$ cat config.mk
export PLATFORM = sky130hd
export DESIGN_NAME = seq_divider
export DESIGN_NICKNAME = d
export VERILOG_FILES = /design/src/rtl/seq_divider.sv
export SDC_FILE = /design/constraint.sdc
export NUM_CORES = 1
export LEC_CHECK = 0
export BUFFER_PORTS_ARGS = -buffer_cell sky130_fd_sc_hd__buf_2
export CAP_MARGIN = 30
export CORE_UTILIZATION = 57
export DETAILED_ROUTE_END_ITERATION = 7
export GPL_TIMING_DRIVEN = 0
export PLACE_DENSITY = 0.79
export SYNTH_ARGS = -nofsm -noshare
export SYNTH_HDL_FRONTEND = slang
export SYNTH_SLANG_ARGS = --single-unit
$ cat constraint.sdc
create_clock -name clk -period 4 [get_ports clk]
set_input_delay 0.4 -clock clk [delete_from_list [all_inputs] [get_ports clk]]
set_output_delay 0.4 -clock clk [all_outputs]
set_load 0.01 [all_outputs]
$ cat src/rtl/seq_divider.sv
// Iterative restoring divider, STEPS_PER_CYCLE quotient bits per clock, RISC-V div/rem semantics.
// Optional build macro DIV_SIGNED_EN enables signed_mode (two's-complement operands and overflow flag).
module seq_divider #(
    parameter int WIDTH           = 16,
    parameter int STEPS_PER_CYCLE = 1
) (
    input  logic             clk,
    input  logic             reset,
    input  logic             start,
    input  logic             signed_mode,
    input  logic [WIDTH-1:0] dividend,
    input  logic [WIDTH-1:0] divisor,
    output logic             busy,
    output logic             done,
    output logic [WIDTH-1:0] quotient,
    output logic [WIDTH-1:0] remainder,
    output logic             div_by_zero,
    output logic             overflow
);

    localparam int K     = WIDTH / STEPS_PER_CYCLE;
    localparam int CNT_W = $clog2(K + 1);

    typedef enum logic [1:0] {S_IDLE, S_CALC, S_FIX} state_t;

    state_t             r_state;
    logic               r_busy;
    logic               r_done;
    logic               r_dbz;
    logic               r_ovf;
    logic [WIDTH-1:0]   r_quot;
    logic [WIDTH-1:0]   r_rem;

    logic [WIDTH-1:0]   r_q;
    logic [WIDTH-1:0]   r_dvs;
    logic [WIDTH-1:0]   r_a_raw;
    logic [WIDTH:0]     r_prem;
    logic [CNT_W-1:0]   r_cnt;
    logic               r_sp_dbz;
    logic               r_sp_ovf;

    logic [WIDTH-1:0]   w_a_mag;
    logic [WIDTH-1:0]   w_b_mag;
    logic               w_ovf_case;
    logic [WIDTH-1:0]   w_fix_q;
    logic [WIDTH-1:0]   w_fix_r;
    logic [WIDTH:0]     w_prem_nx;
    logic [WIDTH:0]     w_diff;
    logic [WIDTH-1:0]   w_q_nx;

`ifdef DIV_SIGNED_EN
    logic               r_neg_q;
    logic               r_neg_r;
    logic               w_a_neg;
    logic               w_b_neg;

    function automatic logic [WIDTH-1:0] f_neg_if(input logic n, input logic [WIDTH-1:0] v);
        return n ? -v : v;
    endfunction

    // Magnitudes use WIDTH-bit negation, so MIN stays correct when read as unsigned.
    assign w_a_neg    = signed_mode & dividend[WIDTH-1];
    assign w_b_neg    = signed_mode & divisor[WIDTH-1];
    assign w_a_mag    = f_neg_if(w_a_neg, dividend);
    assign w_b_mag    = f_neg_if(w_b_neg, divisor);
    assign w_ovf_case = signed_mode && (dividend == {1'b1, {(WIDTH-1){1'b0}}})
                        && (divisor == {WIDTH{1'b1}});
    assign w_fix_q    = f_neg_if(r_neg_q, r_q);
    assign w_fix_r    = f_neg_if(r_neg_r, r_prem[WIDTH-1:0]);
`else
    logic               w_unused_sm;

    assign w_unused_sm = signed_mode;
    assign w_a_mag     = dividend;
    assign w_b_mag     = divisor;
    assign w_ovf_case  = 1'b0;
    assign w_fix_q     = r_q;
    assign w_fix_r     = r_prem[WIDTH-1:0];
`endif

    // One CALC edge: STEPS_PER_CYCLE shift / trial-subtract / restore iterations.
    always_comb begin
        w_prem_nx = r_prem;
        w_q_nx    = r_q;
        w_diff    = '0;
        for (int s = 0; s < STEPS_PER_CYCLE; s++) begin
            w_prem_nx = {w_prem_nx[WIDTH-1:0], w_q_nx[WIDTH-1]};
            w_q_nx    = {w_q_nx[WIDTH-2:0], 1'b0};
            w_diff    = w_prem_nx - {1'b0, r_dvs};
            if (!w_diff[WIDTH]) begin
                w_prem_nx = w_diff;
                w_q_nx[0] = 1'b1;
            end
        end
    end

    always_ff @(posedge clk) begin
        if (reset) begin
            r_state <= S_IDLE;
            r_busy  <= 1'b0;
            r_done  <= 1'b0;
            r_quot  <= '0;
            r_rem   <= '0;
            r_dbz   <= 1'b0;
            r_ovf   <= 1'b0;
        end else begin
            r_done <= 1'b0;
            case (r_state)
                S_IDLE: begin
                    if (start) begin
                        r_busy   <= 1'b1;
                        r_dbz    <= 1'b0;
                        r_ovf    <= 1'b0;
                        r_q      <= w_a_mag;
                        r_dvs    <= w_b_mag;
                        r_a_raw  <= dividend;
                        r_prem   <= '0;
                        r_cnt    <= CNT_W'(K);
                        r_sp_dbz <= (divisor == '0);
                        r_sp_ovf <= w_ovf_case;
`ifdef DIV_SIGNED_EN
                        r_neg_q  <= w_a_neg ^ w_b_neg;
                        r_neg_r  <= w_a_neg;
`endif
                        if ((divisor == '0) || w_ovf_case) r_state <= S_FIX;
                        else                               r_state <= S_CALC;
                    end
                end
                S_CALC: begin
                    r_prem <= w_prem_nx;
                    r_q    <= w_q_nx;
                    r_cnt  <= r_cnt - CNT_W'(1);
                    if (r_cnt == CNT_W'(1)) r_state <= S_FIX;
                end
                S_FIX: begin
                    r_done  <= 1'b1;
                    r_busy  <= 1'b0;
                    r_state <= S_IDLE;
                    if (r_sp_dbz) begin
                        r_quot <= {WIDTH{1'b1}};
                        r_rem  <= r_a_raw;
                        r_dbz  <= 1'b1;
                    end else if (r_sp_ovf) begin
                        r_quot <= r_a_raw;
                        r_rem  <= '0;
                        r_ovf  <= 1'b1;
                    end else begin
                        r_quot <= w_fix_q;
                        r_rem  <= w_fix_r;
                    end
                end
                default: r_state <= S_IDLE;
            endcase
        end
    end

    assign busy        = r_busy;
    assign done        = r_done;
    assign quotient    = r_quot;
    assign remainder   = r_rem;
    assign div_by_zero = r_dbz;
    assign overflow    = r_ovf;

endmodule
==> reports/metrics.cfg <==
[timing]
fmax_ghz=0.354
rsz0062_at_grt=false
skew_ns=0.0119
period_minus_slack_ns=2.82
layout_setup_ws_ns=1.18
drv_slew=0
worstMarginPinSlew_ns=0.851
slew_headroom_pct=43.0
final_hold_viol_count=0
fin_crit_sh_pct=70.6
setup_viol=0

[synthesis]
ys_async_sr_fraction_pct=0
yosysSeqAreaShare_pct=55.7
synth_top_area_share_pct=41.2
synth_top_area_cell=edfxtp_1
synth_cell_types=57
syn-cell-area_um2=5110
yosysWarnings=0
synth-main-ff-cell=edfxtp_1
synth.area.top_cells=edfxtp_1 (41%), dfxtp_1 (15%), nand2_1 (4.6%), ha_1 (4.4%), nor3_1 (3.7%)
synth_edf_count=70
syn-num-nets=536
synth_common_cells=edfxtp_1 (70), nand2_1 (63), nor2_1 (45), nor3_1 (38), dfxtp_1 (37)
synthXorXnorAreaFrac_pct=1.89
synthMuxAreaShare_pct=3.14
syn_inst=481
syn_area_per_cell_um2=10.6
synth_top_family_by_area=simple AND/OR/NAND/NOR gates
synth_compound_area_share_pct=14.1
ys_seq_elements=107
yosys.area_share.adder_pct=4.80
synth.most_common_cell=edfxtp_1
synth_simple_gate_area_share_pct=16.2

[drt]
vias_per_cell=5.92
antenna_left=0
firstDrtPassIters=5
drc=0
drt-initial-drc-count=311
routed_wl_mm=11.8
vias=4020
wire_per_inst_um=17.4

[grt]
grtUsageTotal_pct=26.6
grt_overflow=0
grt_max_degree=20
grt_pass1_wl_mm=19.5
antenna_found_initial=0
grt_pass1_vias=3909

[layout]
num_antenna_cells=0
drive_above_1_share_pct=19.3
final_area_um2=5840
seq_area_um2=2840
syn_to_final_growth_pct=14.5
multi_input_area_um2=2060
nets=621
fillers=678

[placement]
placed_area_um2=5650
dp_hpwl_mm=9.02
portBuffers=69
gp_congestion=0.893
post-place-ws_ns=1.24

[floorplan]
pin_count=72
core_area_um2=8680
die_y_um=96.6
fp-row-count=34
initial_utilization_pct=58.8
die_w_um=96.6
die_area_um2=9340

[setup_path]
r2r-start=r_q[15]
reg2reg_to=r_prem[12]
crit_required_ns=4.19
worstSetupPathType=reg2reg
worstPathArrival_ns=3.01
cp_max_fo=8
r2r_slack_ns=1.18
ff2ff_path_depth=10
worstSetupStartpointType=flop
crit_path_end_kind=flop

[run_status]
outcome=finished clean

[clock_network]
ctsHoldBuffers=0
htreeDepth=3
cts_sinks=107
clock_path_buffers=2
post_cts_resize_count=0
cts_tree=built
postCtsSetupBuffers=0
cts_root_buf=clkbuf_8
clkTransAtPathRegs_ns=0.11
cts-buffers-inserted=9
clk_latency_ns=0.37

[min_path]
hold_path.class=in2reg
holdPathEnd=r_a_raw[3]
min-delay-start=dividend[3]
hold_path_depth=1

[flow_run]
max_cap_viol_count=0

[pwr]
p_leak_uw=0.00237
ir_worst_vdd_mv=0.225
power.density_nw_per_um2=408

-- layout by cell type (no fill, tap or decap), types with 7 or more instances in the layout --
cell	Yosys	routed
dfxtp_1	37	37
nor3_1	38	36
o21a_1	8	8
clkbuf_8	0	9
mux2i_1	16	16
edfxtp_1	70	70
xnor2_1	9	9
a21oi_1	20	20
o21ai_0	10	10
a211oi_1	19	19
buf_2	2	71
nor2_1	45	45
clkbuf_1	19	19
nand2_1	63	63
o211ai_1	8	8
ha_1	18	18
inv_1	21	21
buf_6	2	7
-- layer usage --
metal	track usage [%]	share of wire, %	wire length, µm
met1	36.2	42	5000
met2	43.1	47	5550
met3	4.62	8.3	982
met4	9.41	2.3	269
met5	0	0	0
-- cell families after synthesis --
logic type	after synthesis
DFF	107
buffers and inverters	49
AOI/OAI and AO/OA	98
xor gates and xnor gates	11
other	1
muxes	16
and+or+nand+nor	180
adders and majority gates	19
-- worst max path at each step --
stage / from / endpoint / slack (ns) / cells after the start
after CTS: r_q[15] / r_prem[12] / 1.22 / 10
final: r_q[15] / r_prem[12] / 1.18 / 10
after global placement: start / r_state[1] / -0.89 / 4
after detailed placement: r_q[15] / r_prem[12] / 1.24 / 10
after floorplan: r_state[0] / r_state[1] / 0.34 / 3
after global routing: r_q[15] / r_prem[0] / 1.04 / 9
-- state kept, by name, summed over array words and instances (netlist names), 2 cells and up --
signal,count
quotient,16
r_a_raw,16
r_dvs,16
r_prem,16
r_q,16
remainder,16
r_cnt,5
r_state,2
-- power by group --
group	leakage, µW	switching (µW)	internal [µW]	total (µW)
sequential	0.000963	48.3	1260	1310
clock	0.0000991	396	247	643
combinational	0.00131	263	169	432
total	0.00237	707	1680	2380
-- critical path, cell delays in order, from the launching register on --
cell and delay [ns]:
edfxtp_1 0.49, inv_1 0.08, ha_1 0.24, fa_1 0.43
nor2b_4 0.17, o31ai_2 0.11, a31oi_2 0.32, or3_1 0.18
buf_6 0.13, nand3_2 0.14, o32ai_1 0.34
-- final cells by class --
class | count | share of cell area [%]
buffer | 28 | 2.23
clock buffer | 10 | 2.25
timing repair buffer | 74 | 6.87
sequential | 107 | 48.6
multi-input combinational | 325 | 35.3
clock inverter | 6 | 1.03
tap | 108 | 2.31
inverter | 21 | 1.35
-- metrics by stage --
| step | std cells | TNS [ns] | total power [µW] | util (%) | hold WS (ns) |
|---|---|---|---|---|---|
| after global routing | 679 | 0 | 2480 | 67.3 | 0.194 |
| after floorplan | 481 | 0 | 1610 | - | 0.478 |
| after global placement | 658 | -51.57 | 1730 | 64.4 | 0.449 |
| final | 679 | 0 | 2380 | 67.3 | 0.210 |
| after CTS | 679 | 0 | 2380 | 67.3 | 0.199 |
| after detailed placement | 663 | 0 | 1750 | 65.1 | 0.461 |
Power figures use the tool's default switching activity.
